===== config.mk =====
export PLATFORM = sky130hd
export DESIGN_NAME = xc_malu_sequencer_flat
export DESIGN_NICKNAME = d
export VERILOG_FILES = /design/src/rtl/xc_malu_sequencer_if.sv /design/src/rtl/xc_malu_sequencer.sv /design/src/flat_wrapper.sv
export SDC_FILE = /design/constraint.sdc
export NUM_CORES = 1
export LEC_CHECK = 0
export ABC_AREA = 1
export CAP_MARGIN = 30
export CORE_UTILIZATION = 49
export CTS_CLUSTER_DIAMETER = 120
export DETAILED_ROUTE_END_ITERATION = 8
export GPL_ROUTABILITY_DRIVEN = 1
export GPL_TIMING_DRIVEN = 0
export HOLD_SLACK_MARGIN = 0.03
export PLACE_DENSITY = 0.86
export SYNTH_ARGS = -nofsm -noshare
export SYNTH_HDL_FRONTEND = slang
export SYNTH_SLANG_ARGS = --single-unit

===== constraint.sdc =====
create_clock -name clock -period 2.67 [get_ports clock]
set_input_delay 0.534 -clock clock [delete_from_list [all_inputs] [get_ports clock]]
set_output_delay 0.534 -clock clock [all_outputs]
set_load 0.05 [all_outputs]

===== src/rtl/xc_malu_sequencer_if.sv =====
// xc_malu_sequencer bus bundle: request, xc_malu issue and response channels.
// slave is the sequencer view, master the surrounding decode/malu/consumer view.
interface xc_malu_sequencer_if;
    logic        req_valid;
    logic        req_ready;
    logic [3:0]  req_op;
    logic [31:0] req_rs1;
    logic [31:0] req_rs2;
    logic [31:0] req_rs3;
    logic        req_lh_sign;
    logic        req_rh_sign;
    logic        req_carryless;
    logic [4:0]  req_pw;
    logic        malu_valid;
    logic        malu_flush;
    logic [31:0] malu_rs1;
    logic [31:0] malu_rs2;
    logic [31:0] malu_rs3;
    logic        malu_uop_div;
    logic        malu_uop_rem;
    logic        malu_uop_mul;
    logic        malu_uop_pmul;
    logic        malu_uop_madd;
    logic        malu_uop_msub_1;
    logic        malu_uop_msub_2;
    logic        malu_uop_macc_1;
    logic        malu_uop_macc_2;
    logic        malu_uop_mmul_1;
    logic        malu_uop_mmul_2;
    logic        malu_lh_sign;
    logic        malu_rh_sign;
    logic        malu_carryless;
    logic        malu_pw_32;
    logic        malu_pw_16;
    logic        malu_pw_8;
    logic        malu_pw_4;
    logic        malu_pw_2;
    logic [63:0] malu_result;
    logic        malu_ready;
    logic        rsp_valid;
    logic        rsp_ready;
    logic [63:0] rsp_result;
    logic        rsp_error;

    modport slave (
        input  req_valid, req_op, req_rs1, req_rs2, req_rs3,
        input  req_lh_sign, req_rh_sign, req_carryless, req_pw,
        output req_ready,
        output malu_valid, malu_flush, malu_rs1, malu_rs2, malu_rs3,
        output malu_uop_div, malu_uop_rem, malu_uop_mul, malu_uop_pmul,
        output malu_uop_madd, malu_uop_msub_1, malu_uop_msub_2,
        output malu_uop_macc_1, malu_uop_macc_2,
        output malu_uop_mmul_1, malu_uop_mmul_2,
        output malu_lh_sign, malu_rh_sign, malu_carryless,
        output malu_pw_32, malu_pw_16, malu_pw_8, malu_pw_4, malu_pw_2,
        input  malu_result, malu_ready,
        output rsp_valid, rsp_result, rsp_error,
        input  rsp_ready
    );

    modport master (
        output req_valid, req_op, req_rs1, req_rs2, req_rs3,
        output req_lh_sign, req_rh_sign, req_carryless, req_pw,
        input  req_ready,
        input  malu_valid, malu_flush, malu_rs1, malu_rs2, malu_rs3,
        input  malu_uop_div, malu_uop_rem, malu_uop_mul, malu_uop_pmul,
        input  malu_uop_madd, malu_uop_msub_1, malu_uop_msub_2,
        input  malu_uop_macc_1, malu_uop_macc_2,
        input  malu_uop_mmul_1, malu_uop_mmul_2,
        input  malu_lh_sign, malu_rh_sign, malu_carryless,
        input  malu_pw_32, malu_pw_16, malu_pw_8, malu_pw_4, malu_pw_2,
        output malu_result, malu_ready,
        input  rsp_valid, rsp_result, rsp_error,
        output rsp_ready
    );
endinterface


===== src/rtl/xc_malu_sequencer.sv =====
// Issue sequencer for xc_malu: one request in, one or two uops out,
// packed 64-bit result back on a response handshake.
module xc_malu_sequencer #(
    parameter int TIMEOUT = 64,
    parameter int CNT_W   = 7
) (
    input  logic               clock,
    input  logic               resetn,
    xc_malu_sequencer_if.slave bus
);
    typedef enum logic [1:0] {IDLE, S1, S2, RESP} state_t;

    state_t           state;
    state_t           state_nx;
    logic [3:0]       op_q;
    logic             valid_q;
    logic [CNT_W-1:0] cnt;
    logic [31:0]      res1;
    logic [31:0]      rs1_q;
    logic [31:0]      rs2_q;
    logic [31:0]      rs3_q;
    logic             lh_q;
    logic             rh_q;
    logic             cl_q;
    logic [4:0]       pw_q;
    logic             rsp_valid_q;
    logic             rsp_error_q;
    logic [63:0]      rsp_result_q;

    logic accept;
    logic pw_onehot;
    logic legal;
    logic two_step;
    logic timeout;
    logic flush;
    logic issuing;

    assign accept    = bus.req_valid && (state == IDLE);
    assign pw_onehot = (bus.req_pw != 5'd0) &&
                       ((bus.req_pw & (bus.req_pw - 5'd1)) == 5'd0);
    // pmul needs a sub-word width; every other op runs at full 32-bit width
    assign legal     = (bus.req_op <= 4'd7) && pw_onehot &&
                       ((bus.req_op == 4'd3) ? !bus.req_pw[0] : bus.req_pw[0]);
    // only consulted while issuing, where op_q is known legal
    assign two_step  = (op_q >= 4'd5);
    assign timeout   = valid_q && !bus.malu_ready &&
                       (cnt == CNT_W'(TIMEOUT - 1));
    assign flush     = valid_q && (bus.malu_ready || timeout);
    assign issuing   = (state == S1) || (state == S2);

    // state register
    always_ff @(posedge clock) begin
        if (!resetn) state <= IDLE;
        else         state <= state_nx;
    end

    // next-state: a timeout in S1 abandons the second uop
    always_comb begin
        state_nx = state;
        unique case (state)
            IDLE: if (accept) state_nx = legal ? S1 : RESP;
            S1:   if (flush)  state_nx = (two_step && !timeout) ? S2 : RESP;
            S2:   if (flush)  state_nx = RESP;
            RESP: if (rsp_valid_q && bus.rsp_ready) state_nx = IDLE;
            default: state_nx = IDLE;
        endcase
    end

    // request latch, uop issue/capture and response registers
    always_ff @(posedge clock) begin
        if (!resetn) begin
            op_q         <= '0;
            valid_q      <= 1'b0;
            cnt          <= '0;
            res1         <= '0;
            rs1_q        <= '0;
            rs2_q        <= '0;
            rs3_q        <= '0;
            lh_q         <= 1'b0;
            rh_q         <= 1'b0;
            cl_q         <= 1'b0;
            pw_q         <= '0;
            rsp_valid_q  <= 1'b0;
            rsp_error_q  <= 1'b0;
            rsp_result_q <= '0;
        end else begin
            if (accept) begin
                op_q  <= bus.req_op;
                rs1_q <= bus.req_rs1;
                rs2_q <= bus.req_rs2;
                rs3_q <= bus.req_rs3;
                lh_q  <= bus.req_lh_sign;
                rh_q  <= bus.req_rh_sign;
                cl_q  <= bus.req_carryless;
                pw_q  <= bus.req_pw;
                if (!legal) begin
                    rsp_error_q  <= 1'b1;
                    rsp_result_q <= '0;
                end
            end
            if (issuing) begin
                if (!valid_q) begin
                    valid_q <= 1'b1;
                    cnt     <= '0;
                end else if (flush) begin
                    valid_q <= 1'b0;
                    if (timeout) begin
                        rsp_error_q  <= 1'b1;
                        rsp_result_q <= '0;
                    end else if (state == S1) begin
                        res1 <= bus.malu_result[31:0];
                        if (!two_step) rsp_result_q <= bus.malu_result;
                    end else begin
                        rsp_result_q <= {bus.malu_result[31:0], res1};
                    end
                end else begin
                    cnt <= cnt + 1'b1;
                end
            end
            if (state == RESP) begin
                if (!rsp_valid_q) begin
                    rsp_valid_q <= 1'b1;
                end else if (bus.rsp_ready) begin
                    rsp_valid_q  <= 1'b0;
                    rsp_error_q  <= 1'b0;
                    rsp_result_q <= '0;
                end
            end
        end
    end

    assign bus.req_ready       = (state == IDLE);
    assign bus.malu_valid      = valid_q;
    assign bus.malu_flush      = flush;
    assign bus.malu_rs1        = rs1_q;
    assign bus.malu_rs2        = rs2_q;
    assign bus.malu_rs3        = rs3_q;
    assign bus.malu_lh_sign    = lh_q;
    assign bus.malu_rh_sign    = rh_q;
    assign bus.malu_carryless  = cl_q;
    assign bus.malu_pw_2       = pw_q[4];
    assign bus.malu_pw_4       = pw_q[3];
    assign bus.malu_pw_8       = pw_q[2];
    assign bus.malu_pw_16      = pw_q[1];
    assign bus.malu_pw_32      = pw_q[0];
    assign bus.malu_uop_div    = valid_q && (op_q == 4'd0);
    assign bus.malu_uop_rem    = valid_q && (op_q == 4'd1);
    assign bus.malu_uop_mul    = valid_q && (op_q == 4'd2);
    assign bus.malu_uop_pmul   = valid_q && (op_q == 4'd3);
    assign bus.malu_uop_madd   = valid_q && (op_q == 4'd4);
    assign bus.malu_uop_msub_1 = valid_q && (op_q == 4'd5) && (state == S1);
    assign bus.malu_uop_msub_2 = valid_q && (op_q == 4'd5) && (state == S2);
    assign bus.malu_uop_macc_1 = valid_q && (op_q == 4'd6) && (state == S1);
    assign bus.malu_uop_macc_2 = valid_q && (op_q == 4'd6) && (state == S2);
    assign bus.malu_uop_mmul_1 = valid_q && (op_q == 4'd7) && (state == S1);
    assign bus.malu_uop_mmul_2 = valid_q && (op_q == 4'd7) && (state == S2);
    assign bus.rsp_valid       = rsp_valid_q;
    assign bus.rsp_result      = rsp_result_q;
    assign bus.rsp_error       = rsp_error_q;
endmodule


===== src/flat_wrapper.sv =====
// flat-port wrapper written by rule: the top's interface ports become plain ports
module xc_malu_sequencer_flat 
#(
    parameter int TIMEOUT = 64,
    parameter int CNT_W   = 7
)
  (clock, resetn, bus_req_valid, bus_req_op, bus_req_rs1, bus_req_rs2, bus_req_rs3, bus_req_lh_sign, bus_req_rh_sign, bus_req_carryless, bus_req_pw, bus_req_ready, bus_malu_valid, bus_malu_flush, bus_malu_rs1, bus_malu_rs2, bus_malu_rs3, bus_malu_uop_div, bus_malu_uop_rem, bus_malu_uop_mul, bus_malu_uop_pmul, bus_malu_uop_madd, bus_malu_uop_msub_1, bus_malu_uop_msub_2, bus_malu_uop_macc_1, bus_malu_uop_macc_2, bus_malu_uop_mmul_1, bus_malu_uop_mmul_2, bus_malu_lh_sign, bus_malu_rh_sign, bus_malu_carryless, bus_malu_pw_32, bus_malu_pw_16, bus_malu_pw_8, bus_malu_pw_4, bus_malu_pw_2, bus_malu_result, bus_malu_ready, bus_rsp_valid, bus_rsp_result, bus_rsp_error, bus_rsp_ready);
  xc_malu_sequencer_if bus_i ();
  input  logic clock;
  input  logic resetn;
  input wire logic [$bits(bus_i.req_valid)-1:0] bus_req_valid;
  input wire logic [$bits(bus_i.req_op)-1:0] bus_req_op;
  input wire logic [$bits(bus_i.req_rs1)-1:0] bus_req_rs1;
  input wire logic [$bits(bus_i.req_rs2)-1:0] bus_req_rs2;
  input wire logic [$bits(bus_i.req_rs3)-1:0] bus_req_rs3;
  input wire logic [$bits(bus_i.req_lh_sign)-1:0] bus_req_lh_sign;
  input wire logic [$bits(bus_i.req_rh_sign)-1:0] bus_req_rh_sign;
  input wire logic [$bits(bus_i.req_carryless)-1:0] bus_req_carryless;
  input wire logic [$bits(bus_i.req_pw)-1:0] bus_req_pw;
  output wire logic [$bits(bus_i.req_ready)-1:0] bus_req_ready;
  output wire logic [$bits(bus_i.malu_valid)-1:0] bus_malu_valid;
  output wire logic [$bits(bus_i.malu_flush)-1:0] bus_malu_flush;
  output wire logic [$bits(bus_i.malu_rs1)-1:0] bus_malu_rs1;
  output wire logic [$bits(bus_i.malu_rs2)-1:0] bus_malu_rs2;
  output wire logic [$bits(bus_i.malu_rs3)-1:0] bus_malu_rs3;
  output wire logic [$bits(bus_i.malu_uop_div)-1:0] bus_malu_uop_div;
  output wire logic [$bits(bus_i.malu_uop_rem)-1:0] bus_malu_uop_rem;
  output wire logic [$bits(bus_i.malu_uop_mul)-1:0] bus_malu_uop_mul;
  output wire logic [$bits(bus_i.malu_uop_pmul)-1:0] bus_malu_uop_pmul;
  output wire logic [$bits(bus_i.malu_uop_madd)-1:0] bus_malu_uop_madd;
  output wire logic [$bits(bus_i.malu_uop_msub_1)-1:0] bus_malu_uop_msub_1;
  output wire logic [$bits(bus_i.malu_uop_msub_2)-1:0] bus_malu_uop_msub_2;
  output wire logic [$bits(bus_i.malu_uop_macc_1)-1:0] bus_malu_uop_macc_1;
  output wire logic [$bits(bus_i.malu_uop_macc_2)-1:0] bus_malu_uop_macc_2;
  output wire logic [$bits(bus_i.malu_uop_mmul_1)-1:0] bus_malu_uop_mmul_1;
  output wire logic [$bits(bus_i.malu_uop_mmul_2)-1:0] bus_malu_uop_mmul_2;
  output wire logic [$bits(bus_i.malu_lh_sign)-1:0] bus_malu_lh_sign;
  output wire logic [$bits(bus_i.malu_rh_sign)-1:0] bus_malu_rh_sign;
  output wire logic [$bits(bus_i.malu_carryless)-1:0] bus_malu_carryless;
  output wire logic [$bits(bus_i.malu_pw_32)-1:0] bus_malu_pw_32;
  output wire logic [$bits(bus_i.malu_pw_16)-1:0] bus_malu_pw_16;
  output wire logic [$bits(bus_i.malu_pw_8)-1:0] bus_malu_pw_8;
  output wire logic [$bits(bus_i.malu_pw_4)-1:0] bus_malu_pw_4;
  output wire logic [$bits(bus_i.malu_pw_2)-1:0] bus_malu_pw_2;
  input wire logic [$bits(bus_i.malu_result)-1:0] bus_malu_result;
  input wire logic [$bits(bus_i.malu_ready)-1:0] bus_malu_ready;
  output wire logic [$bits(bus_i.rsp_valid)-1:0] bus_rsp_valid;
  output wire logic [$bits(bus_i.rsp_result)-1:0] bus_rsp_result;
  output wire logic [$bits(bus_i.rsp_error)-1:0] bus_rsp_error;
  input wire logic [$bits(bus_i.rsp_ready)-1:0] bus_rsp_ready;
  assign bus_i.req_valid = bus_req_valid;
  assign bus_i.req_op = bus_req_op;
  assign bus_i.req_rs1 = bus_req_rs1;
  assign bus_i.req_rs2 = bus_req_rs2;
  assign bus_i.req_rs3 = bus_req_rs3;
  assign bus_i.req_lh_sign = bus_req_lh_sign;
  assign bus_i.req_rh_sign = bus_req_rh_sign;
  assign bus_i.req_carryless = bus_req_carryless;
  assign bus_i.req_pw = bus_req_pw;
  assign bus_req_ready = bus_i.req_ready;
  assign bus_malu_valid = bus_i.malu_valid;
  assign bus_malu_flush = bus_i.malu_flush;
  assign bus_malu_rs1 = bus_i.malu_rs1;
  assign bus_malu_rs2 = bus_i.malu_rs2;
  assign bus_malu_rs3 = bus_i.malu_rs3;
  assign bus_malu_uop_div = bus_i.malu_uop_div;
  assign bus_malu_uop_rem = bus_i.malu_uop_rem;
  assign bus_malu_uop_mul = bus_i.malu_uop_mul;
  assign bus_malu_uop_pmul = bus_i.malu_uop_pmul;
  assign bus_malu_uop_madd = bus_i.malu_uop_madd;
  assign bus_malu_uop_msub_1 = bus_i.malu_uop_msub_1;
  assign bus_malu_uop_msub_2 = bus_i.malu_uop_msub_2;
  assign bus_malu_uop_macc_1 = bus_i.malu_uop_macc_1;
  assign bus_malu_uop_macc_2 = bus_i.malu_uop_macc_2;
  assign bus_malu_uop_mmul_1 = bus_i.malu_uop_mmul_1;
  assign bus_malu_uop_mmul_2 = bus_i.malu_uop_mmul_2;
  assign bus_malu_lh_sign = bus_i.malu_lh_sign;
  assign bus_malu_rh_sign = bus_i.malu_rh_sign;
  assign bus_malu_carryless = bus_i.malu_carryless;
  assign bus_malu_pw_32 = bus_i.malu_pw_32;
  assign bus_malu_pw_16 = bus_i.malu_pw_16;
  assign bus_malu_pw_8 = bus_i.malu_pw_8;
  assign bus_malu_pw_4 = bus_i.malu_pw_4;
  assign bus_malu_pw_2 = bus_i.malu_pw_2;
  assign bus_i.malu_result = bus_malu_result;
  assign bus_i.malu_ready = bus_malu_ready;
  assign bus_rsp_valid = bus_i.rsp_valid;
  assign bus_rsp_result = bus_i.rsp_result;
  assign bus_rsp_error = bus_i.rsp_error;
  assign bus_i.rsp_ready = bus_rsp_ready;
  xc_malu_sequencer #(.TIMEOUT(TIMEOUT), .CNT_W(CNT_W)) u_core (.clock(clock), .resetn(resetn), .bus(bus_i));
endmodule

# --- Yosys cells after proc, flatten, opt, wreduce, memory -nomap -nowiden ---
# Index checks and enable logic that the tools add are counted.
totals:
  ram_bits: 0
  out_inout_bits: 184
  reg_bits: 216
  elab_cells: 107
  latchBits: 0
  in_bits: 177
  mem_count: 0
  romBits: 0
op_classes:
  reduce_logical: 35
  eq_ne: 17
  n_lt_le_gt_ge: 2
  n_mul: 0
  mux: 34
  n_div: 0
  bitwise_logic: 2
  shifts: 0
  addsub: 2
op_table:
  columns: ["cell", "n"]
  rows:
  - ["64-bit 2-to-1 mux", 11]
  - ["1-bit logical AND", 23]
  - ["4-bit by 3-bit == test with 1-bit output, second input constant", 4]
  - ["1-bit 2-to-1 mux", 15]
  - ["7-bit 2-to-1 mux", 2]
  - ["4-bit by 2-bit == test with 1-bit output, second input constant", 3]
  - ["2-bit 2-to-1 mux", 5]
  - ["2-bit case mux with 4 select lines", 1]
  - ["7-bit by 1-bit adder with 7-bit output, second input constant", 1]
  - ["7-bit by 6-bit == test with 1-bit output, second input constant", 1]
  - ["2-bit != test, second input constant", 3]
  - ["5-bit AND", 1]
  - ["5-bit zero test", 1]
  - ["5-bit AND reduction", 1]
  - ["5-bit nonzero test", 1]
  - ["5-bit by 1-bit subtractor with 5-bit output, second input constant", 1]
  - ["2-bit == test, second input constant", 2]
  - ["4-bit by 1-bit == test with 1-bit output, second input constant", 1]
  - ["4-bit by 3-bit >= comparator with 1-bit output, second input constant", 1]
  - ["4-bit by 3-bit <= comparator with 1-bit output, second input constant", 1]
  - ["4-bit zero test", 1]
  - ["2-bit by 1-bit != test with 1-bit output, second input constant", 2]
  - ["4-bit AND reduction", 1]
  - ["1-bit zero test", 3]
  - ["5 further kinds", 6]

# --- Longest topological paths before layout ---
# Gate-level depths: netlist of run 1.
logic_depth:
  ltp_word: 17
  mapped_depth: 13

# --- Least setup slack after synthesis of run 1 ---
# No wires, ideal clock.
synth_path:
  path_type: "reg-to-output"
  startpoint: "register u_core.valid_q, in the netlist u_core.bus.malu_valid"
  endpoint: "output port bus_malu_uop_macc_1"
  stages_incl_launch_ff: 3
  arrival_time_ns: 2.108
  t_required_ns: 2.136
  n_path_buf: 0
  setup_slack_ns: 0.028
  cell_sequence: "dfxtp_1 > nand3_1 > nor3_1"
synth_via:
  elab_chain_cells: 2
synth_rtl:
  columns: ["element", "line", "text"]
  rows:
  - ["start, declared", "xc_malu_sequencer.sv:16", "logic valid_q;"]
  - ["start signal, assigned", "xc_malu_sequencer.sv:73", "valid_q <= 1'b0;"]
  - ["start signal, assigned", "xc_malu_sequencer.sv:103", "valid_q <= 1'b1;"]
  - ["start signal, assigned", "xc_malu_sequencer.sv:106", "valid_q <= 1'b0;"]
  - ["1-bit logical AND (2 in series)", "xc_malu_sequencer.sv:153", "assign bus.malu_uop_macc_1 = valid_q && (op_q == 4'd6) && (state == S1);"]
  - ["end, declared", "flat_wrapper.sv:33", "output wire logic [$bits(bus_i.malu_uop_macc_1)-1:0] bus_malu_uop_macc_1;"]
# Every way passes these cells.

# --- Worst setup path in the final report of run 1 ---
layout_path:
  startpoint: "register u_core.valid_q, in the netlist u_core.bus.malu_valid"
  endpoint: "output port bus_malu_uop_div"
layout_via:
  elab_chain_cells: 1
layout_rtl:
  columns: ["element", "line", "text"]
  rows:
  - ["1-bit logical AND", "xc_malu_sequencer.sv:146", "assign bus.malu_uop_div = valid_q && (op_q == 4'd0);"]
  - ["end, declared", "flat_wrapper.sv:26", "output wire logic [$bits(bus_i.malu_uop_div)-1:0] bus_malu_uop_div;"]
# Every way passes these cells.

==> results of run 1 <==
## placed cells by master (no fill, tap or decap), types with 5 or more instances in the layout
cell type and n:
clkbuf_8 7, nand3_1 75, a21oi_1 17, dlygate4sd2_1 5, clkbuf_1 47, nor2_1 408
buf_2 37, buf_1 15, diode_2 8, o21ai_0 112, dfxtp_1 215, nand2_1 526
nor3_1 7, clkbuf_16 25, or2_2 31, inv_1 156, buf_6 11, clkdlybuf4s50_1 347
## power by group through the flow
stage / clock [W] / combinational, W / sequential (W)
5_1_grt: 0.00349 / 0.00764 / 0.00437
3_5_place_dp: 0 / 0.00707 / 0.00434
6_report: 0.00333 / 0.00714 / 0.00430
4_1_cts: 0.00336 / 0.00711 / 0.00429
2_1_floorplan: 0 / 0.00256 / 0.00647
3_3_place_gp: 0 / 0.00698 / 0.00431
## final cells by class
class / instances / area [um^2] / area share
diodes: 8 / 20.0 / 0.00132
plain buffers: 103 / 518 / 0.0342
clock buffers: 38 / 744 / 0.0491
clock inverters: 5 / 50.0 / 0.00330
inverters: 160 / 601 / 0.0396
multi-input cells: 1195 / 4980 / 0.328
flip-flops and latches: 216 / 4330 / 0.285
well taps: 270 / 338 / 0.0223
repair buffers: 359 / 3590 / 0.237
## worst max path at each step
stage	start	endpoint	slack, ns	depth (start not counted)
global route	u_core.cnt[0]$_SDFFE_PN0P_	bus_malu_flush	-0.02	8
CTS	u_core.cnt[0]$_SDFFE_PN0P_	bus_malu_flush	0.008	8
detailed placement	bus_malu_ready	bus_malu_flush	-0.52	9
global placement	bus_malu_ready	bus_malu_flush	-0.52	9
finish	u_core.bus.malu_valid$_SDFFE_PN0N_	bus_malu_uop_div	0.06	3
floorplan	u_core.bus.malu_valid$_SDFFE_PN0N_	bus_malu_uop_macc_1	0.03	2
## worst reg2reg max path, stage by stage (launching register included)
cell	delay (ns)
dfxtp_1	0.43
inv_1	0.09
ha_1	0.46
buf_2	0.31
buf_1	0.38
nand3_1	0.15
nand2_1	0.11
nor2_1	0.07
nand2_1	0.06
inv_1	0.04
## cells by family after synthesis
family	Yosys count
compound gates	134
simple gates	1054
flops	216
xor+xnor	2
fa+ha+maj	5
buf+inv	264
## through the flow
stage	utilization	cells	total power [W]
detailed placement	0.698	2304	0.0114
CTS	0.736	2346	0.0148
finish	0.738	2354	0.0148
global placement	0.698	2304	0.0113
floorplan	-	1675	0.00903
global route	0.738	2353	0.0155
## timing repair
action,CTS,global route
endpoints found under the setup margin,12,5
gates resized for setup,28,6
endpoints found under the hold margin,0,0
pin swaps,0,0
## state kept, by name, indices dropped and copies added, names as in the netlist
signal	count
u_core.bus.malu_carryless	1
u_core.bus.malu_lh_sign	1
u_core.bus.malu_rh_sign	1
u_core.bus.malu_rs1	32
u_core.bus.malu_rs2	32
u_core.bus.malu_rs3	32
u_core.bus.malu_valid	1
u_core.bus.rsp_error	1
u_core.bus.rsp_result	64
u_core.bus.rsp_valid	1
u_core.cnt	7
u_core.op_q	4
u_core.pw_q	5
u_core.res1	32
u_core.state	2
## per-layer routing
layer | routed length [um] | up-vias
li1 | - | 5814
met4 | 1790 | 2
met1 | 13600 | 5160
met2 | 17800 | 467
met5 | 13 | -
met3 | 3470 | 103
==> flow_summary.yaml, run 1 <==
clocking:
  cts_hold_buf: 0
  clock_path_buffers: 3
  post_cts_buffers: 0
  root_buffer: "clkbuf_16"
  numCtsBuffers: 24
  htreeDepth: 1
  clkTransAtPathRegs_ns: 0.06
  cts_tree: "done"
  clk_latency_ns: 0.52
  cts_num_sinks: 216
pwr:
  p_clk_frac: 0.225
  p_int_w: 0.00817
  switchingPower_w: 0.00660
  p_per_area_nw_per_um2: 974
  comb_power_share: 0.484
  p_leak_nw: 7.71
  vdd_drop_max_uv: 686
  seqPwrFrac: 0.291
  switching_share: 0.447
worst_setup_path:
  reg2reg_depth: 9
  r2r_start: "u_core.state[0]$_SDFFE_PN0P_"
  crit_arrival_ns: 2.08
  cpPeakStageDelay_ns: 0.84
  r2r_end: "u_core.bus.rsp_result[29]$_SDFF_PN0_"
  cp_max_fo: 8
  crit_buf_inv: 1
  crit_slowest_cell: "clkdlybuf4s50_1"
  r2r_slack_ns: 0.48
  cp-start-kind: "flip-flop"
  path_delay_family: "buffers and inverters"
  path_cells: "nand3_1 > nor2_1 > clkdlybuf4s50_1"
  critPathKind: "flip-flop to output port"
  cp-end-kind: "output port"
  required_ns: 2.14
placed_design:
  hpwl_um: 27700
  finalWeightedCongestion: 0.950
  pre_cts_ws_ns: -0.524
  portBuffers: 359
  placed_area_um2: 14300
logic_synthesis:
  synth_compound_area_frac: 0.0673
  synth.top_cell.area_share: 0.415
  synth_area_per_cell_um2: 6.22
  syn_nets: 1857
  synthArstFlopShare: 0
  yosys-top-cells-count: "nand2_1 (526), nor2_1 (409), dfxtp_1 (216), inv_1 (156), o21ai_0 (112)"
  yosys_warnings: 0
  synth.distinct_cells: 25
  synth_largest_area_cell: "dfxtp_1"
  synth_cells: 1675
  synth_ff_type: "dfxtp_1"
  synth_top_family_by_area: "simple AND/OR/NAND/NOR gates"
  synth-seq-area-share: 0.415
  yosysMostFrequentCell: "nand2_1"
  ys_seq_elements: 216
  synthAdderAreaFrac: 0.00601
  synth-simple-area-share: 0.402
  synth_area_leaders: "dfxtp_1 (42%), nand2_1 (19%), nor2_1 (15%)"
  synthMuxAreaShare: 0
  netlist_area_um2: 10400
  synth_edf_count: 0
  synth_xor_area_frac: 0.00168
timing:
  finalCritPeriodShare: 0.978
  layout_setup_ws_ns: 0.0599
  finalHoldViolCount: 0
  slew_viol_final: 0
  tightestPinTransition_ns: 0.648
  clock_skew_ns: 0.0114
  min_period_ns: 2.61
  fmax_mhz: 383
  slew_headroom: 0.566
  tns_ns: 0
  rsz0062_at_grt: "yes"
  setup_viol: 0
  hold_ws_ns: 0.463
global_route:
  grt_pass1_wl_um: 55900
  busiest_layer: "met2"
  grtUsageMet3: 0.102
  grt_use_met1: 0.352
  grt_pass1_vias: 11000
  grt_usage: 0.325
  grt_overflow: 0
  grt_max_degree: 17
  use_met2: 0.571
  antenna_found_initial: 9
drt:
  wire_per_inst_um: 15.6
  drtPass1Iterations: 5
  ant_nets: 0
  num_vias: 11500
  drt_drc_violations_left: 0
  route.final.wire_length_um: 36700
  drtIter0Drc: 620
  via_per_inst: 4.90
min_path:
  min_path_cells: 2
  hold_class: "flip-flop to flip-flop"
  whs_endpoint: "u_core.bus.rsp_result[39]$_SDFF_PN0_"
  hp-start: "u_core.bus.rsp_result[39]$_SDFF_PN0_"
floorplanning:
  dieHeight_um: 148
  initial_core_util: 0.507
  io_pins: 361
  std_cell_rows: 52
  die_area_um2: 21800
  core_um2: 20600
  die_w_um: 148
finish:
  final_cell_area_um2: 15200
  layout-drive-gt1-share: 0.0645
  nNetsFinal: 2241
  fill_cells: 1660
  syn2layout_area_growth_pct: 45.6
job:
  drv_cap: 0
outcome:
  status: "finished, final reports clean"
(Power assumes the default switching activity.)
==> run 2: changes to the inputs <==
Settings changed: ABC_AREA 1 to unset, PLACE_DENSITY 0.86 to 0.87, RECOVER_POWER set to 50.
==> run 2 against run 1 <==
Effect of this change: clock power about the same; synthesized area down 5.0%; global-route usage up 0.81 points; first-iteration DRC count down 16%; sequential power down 8.8%; clock-buffer cell count down 1; critical path depth up 2; total power down 16%; clock skew up 0.0037 ns; largest cell class unchanged.
==> flow_summary.yaml, run 2 <==
worst_setup_path:
  cpPeakStageDelay_ns: 0.40
  cp-end-kind: "output port"
  r2r_start: "u_core.state[0]$_SDFFE_PN0P_"
  cp_max_fo: 5
  path_cells: "ha_1 > nand4bb_1 > o21a_1 > clkinv_2 > buf_2"
  cp-start-kind: "flip-flop"
  crit_arrival_ns: 1.99
  crit_slowest_cell: "dfxtp_1"
  cp-startpoint: "u_core.cnt[0]$_SDFFE_PN0P_"
  critPathKind: "flip-flop to output port"
  required_ns: 2.14
timing:
  tightestPinTransition_ns: 0.797
  clock_skew_ns: 0.0151
  hold_ws_ns: 0.448
  slew_viol_final: 0
  tns_ns: 0
  fmax_mhz: 397
  finalHoldViolCount: 0
  rsz0062_at_grt: "no"
  layout_setup_ws_ns: 0.151
  min_period_ns: 2.52
  setup_viol: 0
  finalCritPeriodShare: 0.944
  slew_headroom: 0.469
logic_synthesis:
  synthArstFlopShare: 0
  synth_largest_area_cell: "dfxtp_1"
  synth-seq-area-share: 0.437
  yosys_warnings: 0
  synth_edf_count: 0
  synth_cells: 1108
  yosys-top-cells-count: "nand2_1 (291), dfxtp_1 (216), a21oi_1 (148), nor2_1 (78), nor3_1 (64)"
  synth.distinct_cells: 54
  synth_area_leaders: "dfxtp_1 (44%), nand2_1 (11%), a2111oi_2 (9.0%)"
  syn_nets: 1290
  synth.top_cell.area_share: 0.437
  yosysMostFrequentCell: "nand2_1"
  synth_area_per_cell_um2: 8.93
  ys_seq_elements: 216
  netlist_area_um2: 9900
  synth_ff_type: "dfxtp_1"
outcome:
  status: "finished, final reports clean"
floorplanning:
  dieHeight_um: 144
  initial_core_util: 0.504
  core_um2: 19700
  io_pins: 361
  std_cell_rows: 51
  die_w_um: 144
  die_area_um2: 20800
pwr:
  p_per_area_nw_per_um2: 847
  p_clk_frac: 0.271
  p_leak_nw: 5.44
  vdd_drop_max_uv: 663
  p_int_w: 0.00728
  switching_share: 0.413
  comb_power_share: 0.413
  seqPwrFrac: 0.316
  switchingPower_w: 0.00512
global_route:
  grt_pass1_wl_um: 53600
  grt_overflow: 0
  grt_pass1_vias: 10200
  antenna_found_initial: 1
  grt_usage: 0.333
  grt_max_degree: 14
drt:
  dr_wl_met2_um: 17700
  via_per_inst: 5.70
  drt-met1-wl_um: 13300
  drt_drc_violations_left: 0
  route.final.wire_length_um: 35700
  wire_per_inst_um: 20.1
  drtPass1Iterations: 5
  drtIter0Drc: 522
  ant_nets: 0
  top_layer: "met4"
  num_vias: 10200
  met3_length_um: 3310
placed_design:
  portBuffers: 360
  finalWeightedCongestion: 0.896
  hpwl_um: 26700
  pre_cts_ws_ns: -0.355
clocking:
  post_cts_buffers: 0
  cts_num_sinks: 216
  root_buffer: "clkbuf_16"
  numCtsBuffers: 24
  clock_path_buffers: 3
  cts_hold_buf: 0
  cts_resized: 32
  cts_tree: "done"
  htreeDepth: 1
  clkTransAtPathRegs_ns: 0.06
  clk_latency_ns: 0.52
min_path:
  hold_class: "flip-flop to flip-flop"
  hp-start: "u_core.bus.malu_rs3[23]$_SDFFE_PN0P_"
finish:
  nNetsFinal: 1676
  syn2layout_area_growth_pct: 47.9
  largest_reg_flops: 64
  final_common_cell: "nand2_1"
  layout-drive-gt1-share: 0.154
  most-common-layout-cells: "nand2_1 (291), dfxtp_1 (216), clkdlybuf4s50_1 (176), dlygate4sd3_1 (171), a21oi_1 (148)"
job:
  drv_cap: 0
[run 2: changes by cell type in the layout (fill, tap and decap cells not counted), moves of 70 or more]
cell	delta
inv_1	-150
nand3_1	-70
o21ai_0	-108
nand2_1	-235
nor2_1	-330
clkdlybuf4s50_1	-171
dlygate4sd3_1	+171
a21oi_1	+131
[run 2: area by class of cell]
cell class / instances / area (um^2)
diodes: 3 / 7.51
fillers: 1420 / 5020
multi-input cells: 775 / 4780
repair buffers: 360 / 3590
inverters: 8 / 31.3
clock inverters: 7 / 67.6
flip-flops and latches: 216 / 4320
plain buffers: 109 / 767
well taps: 265 / 332
clock buffers: 37 / 741
[run 2: per-stage QoR]
| stage | util | cell area [um^2] | total power, W | instances |
|---|---|---|---|---|
| finish | 0.745 | 14600 | 0.0124 | 1780 |
| global route | 0.745 | 14600 | 0.0129 | 1778 |
| CTS | 0.746 | 14700 | 0.0125 | 1777 |
| detailed placement | 0.704 | 13800 | 0.00920 | 1733 |
| global placement | 0.704 | 13800 | 0.00910 | 1733 |
| floorplan | - | 9900 | 0.00743 | 1108 |
[run 2: worst max-delay path: cells and delay by family, from the launching register on]
| family | cells | cell delay, ns |
|---|---|---|
| flops | 1 | 0.40 |
| fa+ha+maj | 1 | 0.24 |
| simple gates | 1 | 0.20 |
| buf+inv | 2 | 0.36 |
| compound gates | 1 | 0.26 |
[run 2: routing by layer]
layer	track usage	up-vias
met5	0	-
met4	0.142	0
met3	0.0877	91
met2	0.592	449
met1	0.374	4871
li1	-	4741
[run 2: power by group through the flow]
stage          Combinational (W)  Clock (W)  Sequential [W]
3_3_place_gp             0.00513          0         0.00397
5_1_grt                  0.00542    0.00351         0.00396
6_report                 0.00513    0.00336         0.00392
4_1_cts                  0.00523    0.00338         0.00393
2_1_floorplan            0.00222          0         0.00521
3_5_place_dp             0.00521          0         0.00399
[run 2: worst paths after layout]
| path | to | slack (ns) | depth (start not counted) |
|---|---|---|---|
| hold reg to reg | u_core.bus.malu_rs3[23]$_SDFFE_PN0P_ | 0.45 | 2 |
| hold / removal | u_core.bus.malu_rs3[23]$_SDFFE_PN0P_ | 0.45 | 2 |
| setup / recovery | bus_malu_flush | 0.15 | 5 |
| setup reg to reg | u_core.bus.rsp_result[46]$_SDFF_PN0_ | 0.17 | 9 |
[run 2: cell families after synthesis]
| group | count (synthesis) | share of synthesized area |
|---|---|---|
| AND/OR/NAND/NOR | 465 | 0.195 |
| AO/OA/AOI/OAI | 302 | 0.278 |
| flip-flops | 216 | 0.437 |
| buffers and inverters | 117 | 0.0807 |
| adder cells (fa/ha/maj) | 5 | 0.00632 |
| XOR/XNOR | 2 | 0.00177 |
| multiplexers | 1 | 0.00114 |
==> run 3: changes to the inputs <==
Settings changed: ABC_AREA set to 1, PLACE_DENSITY 0.87 to 0.86.
==> run 3 against run 2 <==
Effect of this change: clock power barely moved; register-to-register slack improved by 0.03 ns; cell area is 3.6% higher; via count increased by 14%; maximum frequency fell by 3.5%; sequential power grew 9.2%; total power up 18%; worst hold slack improved by 0.014 ns; non-clock buffer count shrank 7; flip-flop and latch count unchanged; critical path depth fell by 2; die area rose by 5.2%.
==> flow_summary.yaml, run 3 (synthesis gave the netlist of run 1 again) <==
timing:
  tightestPinTransition_ns: 0.630
  min_period_ns: 2.61
  layout_setup_ws_ns: 0.0607
  finalCritPeriodShare: 0.977
  slew_headroom: 0.579
  rsz0062_at_grt: "yes"
  clock_skew_ns: 0.0117
  setup_viol: 0
  fmax_mhz: 383
  finalHoldViolCount: 0
  slew_viol_final: 0
finish:
  syn2layout_area_growth_pct: 45.6
  largest_reg_flops: 64
  final_cell_area_um2: 15200
  most-common-layout-cells: "nand2_1 (526), nor2_1 (408), clkdlybuf4s50_1 (263), dfxtp_1 (215), inv_1 (156)"
  utilization: 0.737
  final_common_cell: "nand2_1"
  layout-drive-gt1-share: 0.0621
  nNetsFinal: 2241
  fill_cells: 1665
job:
  drv_cap: 0
global_route:
  grt_max_degree: 17
  grt_overflow: 0
  antenna_found_initial: 9
  grt_pass1_vias: 11000
  grt_pass1_wl_um: 55900
  grt_usage: 0.325
pwr:
  p_leak_nw: 7.94
  p_per_area_nw_per_um2: 967
  vdd_drop_max_uv: 685
drt:
  drtPass1Iterations: 5
  via_per_inst: 4.90
  drtIter0Drc: 622
  num_vias: 11500
  ant_nets: 0
  drt_drc_violations_left: 0
  wire_per_inst_um: 15.6
  route.final.wire_length_um: 36700
worst_setup_path:
  critPathKind: "flip-flop to output port"
  crit_slowest_cell: "clkdlybuf4s50_1"
  crit_buf_inv: 1
  required_ns: 2.14
  cp-start-kind: "flip-flop"
  cpPeakStageDelay_ns: 0.84
  path_delay_family: "buffers and inverters"
  cp-end-kind: "output port"
  cp_max_fo: 8
  crit_arrival_ns: 2.08
  path_cells: "nand3_1 > nor2_1 > clkdlybuf4s50_1"
min_path:
  hold_class: "flip-flop to flip-flop"
floorplanning:
  core_um2: 20600
  dieHeight_um: 148
  die_area_um2: 21800
  io_pins: 361
  initial_core_util: 0.507
  std_cell_rows: 52
  die_w_um: 148
placed_design:
  pre_cts_ws_ns: -0.524
  hpwl_um: 27700
  finalWeightedCongestion: 0.950
  portBuffers: 359
  placed_area_um2: 14300
clocking:
  clkTransAtPathRegs_ns: 0.06
  numCtsBuffers: 24
  cts_tree: "done"
  cts_hold_buf: 0
  root_buffer: "clkbuf_16"
  clock_path_buffers: 3
  htreeDepth: 1
  clk_latency_ns: 0.52
  cts_num_sinks: 216
outcome:
  status: "finished, final reports clean"
[run 3: changes by cell type in the layout (fill, tap and decap cells not counted), sizes merged, moves of 71 or more]
cell / delta
nor2: +332
nand2: +236
inv: +153
a21oi: -130
o21ai: +107
clkdlybuf4s50: +87
dlygate4sd3: -87
nand3: +71
[run 3: power by group]
| part | leakage [nW] | internal (W) | switching (W) |
|---|---|---|---|
| clock network | 0.395 | 0.00200 | 0.00133 |
| logic | 5.78 | 0.00216 | 0.00488 |
| registers | 1.77 | 0.00391 | 0.000373 |
| total | 7.94 | 0.00807 | 0.00659 |
[run 3: stage by stage]
| step | hold slack (ns) | total power, W | cells | setup TNS, ns |
|---|---|---|---|---|
| global placement | 0.449 | 0.0113 | 2304 | -0.917 |
| detailed placement | 0.458 | 0.0114 | 2304 | -1.00 |
| floorplan | 0.439 | 0.00903 | 1675 | 0 |
| finish | 0.463 | 0.0147 | 2354 | 0 |
| global route | 0.493 | 0.0154 | 2353 | -0.0398 |
| CTS | 0.464 | 0.0148 | 2346 | 0 |
[run 3: routing by layer]
metal  up-vias  share of wire  track usage
li1       5817              -            -
met1      5153           0.37        0.352
met2       467           0.49        0.571
met3        94          0.098        0.102
met4         2          0.047        0.163
met5         -        0.00035            0
[run 3: what timing repair did]
action | CTS | global route
hold endpoints to repair | 0 | 0
gates resized for setup | 28 | 6
buffers inserted | 0 | 0
setup endpoints to repair | 12 | 5
[run 3: final timing paths]
kind	to	depth (start not counted)	startpoint	slack, ns
setup / recovery	bus_malu_uop_div	3	u_core.bus.malu_valid$_SDFFE_PN0N_	0.06
hold / removal	u_core.bus.rsp_result[39]$_SDFF_PN0_	2	u_core.bus.rsp_result[39]$_SDFF_PN0_	0.46
hold reg to reg	u_core.bus.rsp_result[39]$_SDFF_PN0_	2	u_core.bus.rsp_result[39]$_SDFF_PN0_	0.46
setup reg to reg	u_core.bus.rsp_result[21]$_SDFF_PN0_	11	u_core.state[0]$_SDFFE_PN0P_	0.20
[run 3: worst register-to-register path, delay by kind of cell (launching register included)]
kind	cells	cell delay, ns
flops	1	0.43
fa+ha+maj	1	0.25
buf+inv	5	1.09
simple gates	5	0.66
[run 3: cell type report]
| type | count | area [um^2] | area share |
|---|---|---|---|
| timing repair buffer | 359 | 3590 | 0.237 |
| inverter | 160 | 601 | 0.0396 |
| tap | 270 | 338 | 0.0223 |
| multi-input combinational | 1195 | 4980 | 0.328 |
| clock inverter | 5 | 50.0 | 0.00330 |
| sequential | 216 | 4330 | 0.285 |
| antenna | 8 | 20.0 | 0.00132 |
| buffer | 103 | 512 | 0.0338 |
| clock buffer | 38 | 744 | 0.0491 |
==> patch, RTL diff (settings of run 3) <==
Compare `cnt` against `CNT_W'(TIMEOUT - 1)` with >= in place of ==.
--- a/src/rtl/xc_malu_sequencer.sv
+++ b/src/rtl/xc_malu_sequencer.sv
@@ -44,7 +44,7 @@
     // only consulted while issuing, where op_q is known legal
     assign two_step  = (op_q >= 4'd5);
     assign timeout   = valid_q && !bus.malu_ready &&
-                       (cnt == CNT_W'(TIMEOUT - 1));
+                       (cnt >= CNT_W'(TIMEOUT - 1));
     assign flush     = valid_q && (bus.malu_ready || timeout);
     assign issuing   = (state == S1) || (state == S2);
 
Function: same outputs for any inputs over 4 cycles, from zero or initial values and one cycle with resetn low; that may be too few to reach the edited logic, so the function may still have changed.
==> patch against run 3 <==
Sequential cell count unchanged; design area fell by 3.6%; wire length shrank 4.3%; total power down 1.4%; fmax increased by 0.84%; synthesized cell count decreased by 14%; synthesized area is 3.7% lower; worst setup slack gained 0.022 ns; worst hold slack got worse by 0.018 ns.
==> patch: results (changes against run 3) <==
outcome finished, final reports clean; most frequent cell after synthesis nor2_1; largest net degree at the start of global routing 16 (-1); worst skew pair latency 0.51 ns; multiplexer area fraction after synthesis 0% (unchanged); clock group share of total power 22.0% (-0.7 points); Place WS -0.252 ns (+0.272 ns); TritonCTS Buffers 23 (-4.2%); clock slew at reported path FFs 0.06 ns (about the same); Max Used Layer met4; routed vias/inst 5.14 (+4.9%); met1 Usage GRT 35.1% (-0.18 points); WL met3 3800 um (+5.9%); GPL Wtd Cong 0.934 (-1.6%); area fraction in compound gates after synthesis 14.8% (+8.1 points); gr usage total 32.5% (about the same); Mapped Nets 1,630 (-12%); Worst Skew 0.0110 ns (-0.000672 ns); maximum VDD drop 0.000829 V (+21%); global routing met3 resource utilization 11.3% (+1.0 points); most frequent cells after synthesis nor2_1, nand2_1, dfxtp_1; post-cts gate resize count 26 (-7.1%); Nets 2,012 (-10%); asr flop ratio synth 0% (unchanged); layout cell share with drive strength beyond 1 7.74% (+1.5 points); Initial DRC Count 695 (+12%); Yosys cell types 29 (+16%); drt first pass iters 5 (unchanged); Max-slew headroom 56.4% (-1.4 points); Detailed Place HPWL 26,400 um (-4.7%); switching share of total power 45.4% (+0.45 points); sequential share of the synthesized area 43.1% (+1.6 points); wire per inst 16.6 um (+6.4%); CP Max Fanout 15 (+7); CTS root buf clkbuf_16; initial antenna violation count 5 (-4); adder and majority gate portion of the synthesized area 0.624% (+0.023 points); CP peak stage delay 0.40 ns (-0.44 ns); Critical Path Slowest Stage Cell clkdlybuf4s18_2; Syn. warnings 0 (unchanged); Post-Synth XOR/XNOR Area 0.262% (+0.094 points); WL met1 12,600 um (-7.2%); # port buffers 359 (unchanged); comb pwr 0.00703 W (about the same); Critical Path AT 2.05 ns (-0.03 ns); vias in the first global route 10,600 (-3.4%); met2 usage 55.6% (-1.5 points); global-route wire length before repair 54,600 um (-2.4%); Leak 6.19 nW (-22%); WL met2 16,900 um (-5.2%); top area cells in the synthesized netlist dfxtp_1, nor2_1, nand2_1
-- patch: changes by cell type after synthesis, sizes merged, moves of 7 or more --
cell and delta:
inv -39, clkbuf +12, o21ai +35, nor2 -57
buf -7, or2 -31, o211ai +65, nand2 -234
a21oi +28
-- patch: kinds of logic after synthesis --
family / Yosys count
adders and majority gates: 5
and+or+nand+nor: 734
AOI/OAI and AO/OA: 259
xor gates and xnor gates: 3
DFF: 216
buffers and inverters: 231
-- patch: per-stage QoR --
step | cells | total power [W] | hold slack [ns] | setup TNS (ns) | area (sq um)
after floorplan | 1448 | 0.00904 | 0.424 | 0 | 10000
after global placement | 2072 | 0.0113 | 0.432 | -0.261 | 14000
after detailed placement | 2072 | 0.0114 | 0.435 | -0.518 | 14000
after CTS | 2113 | 0.0146 | 0.437 | 0 | 14700
after global routing | 2117 | 0.0152 | 0.466 | 0 | 14600
final | 2117 | 0.0144 | 0.444 | 0 | 14600
-- patch: final timing paths --
check	cells after the start	startpoint	slack, ns	to
max	5	u_core.state[1]$_SDFFE_PN0P_	0.08	bus_malu_uop_mmul_1
min	2	u_core.res1[23]$_SDFFE_PN0P_	0.44	u_core.res1[23]$_SDFFE_PN0P_
min reg2reg	2	u_core.res1[23]$_SDFFE_PN0P_	0.44	u_core.res1[23]$_SDFFE_PN0P_
max reg2reg	8	u_core.state[0]$_SDFFE_PN0P_	0.25	u_core.bus.malu_valid$_SDFFE_PN0N_
-- patch: area by class of cell --
| type | count | area (sq um) |
|---|---|---|
| clock inverter | 5 | 53.8 |
| clock buffer | 37 | 688 |
| antenna | 5 | 12.5 |
| multi-input combinational | 1001 | 4600 |
| inverter | 122 | 458 |
| sequential | 216 | 4320 |
| buffer | 107 | 579 |
| tap | 265 | 332 |
| timing repair buffer | 359 | 3570 |
| fill | 1580 | 5160 |
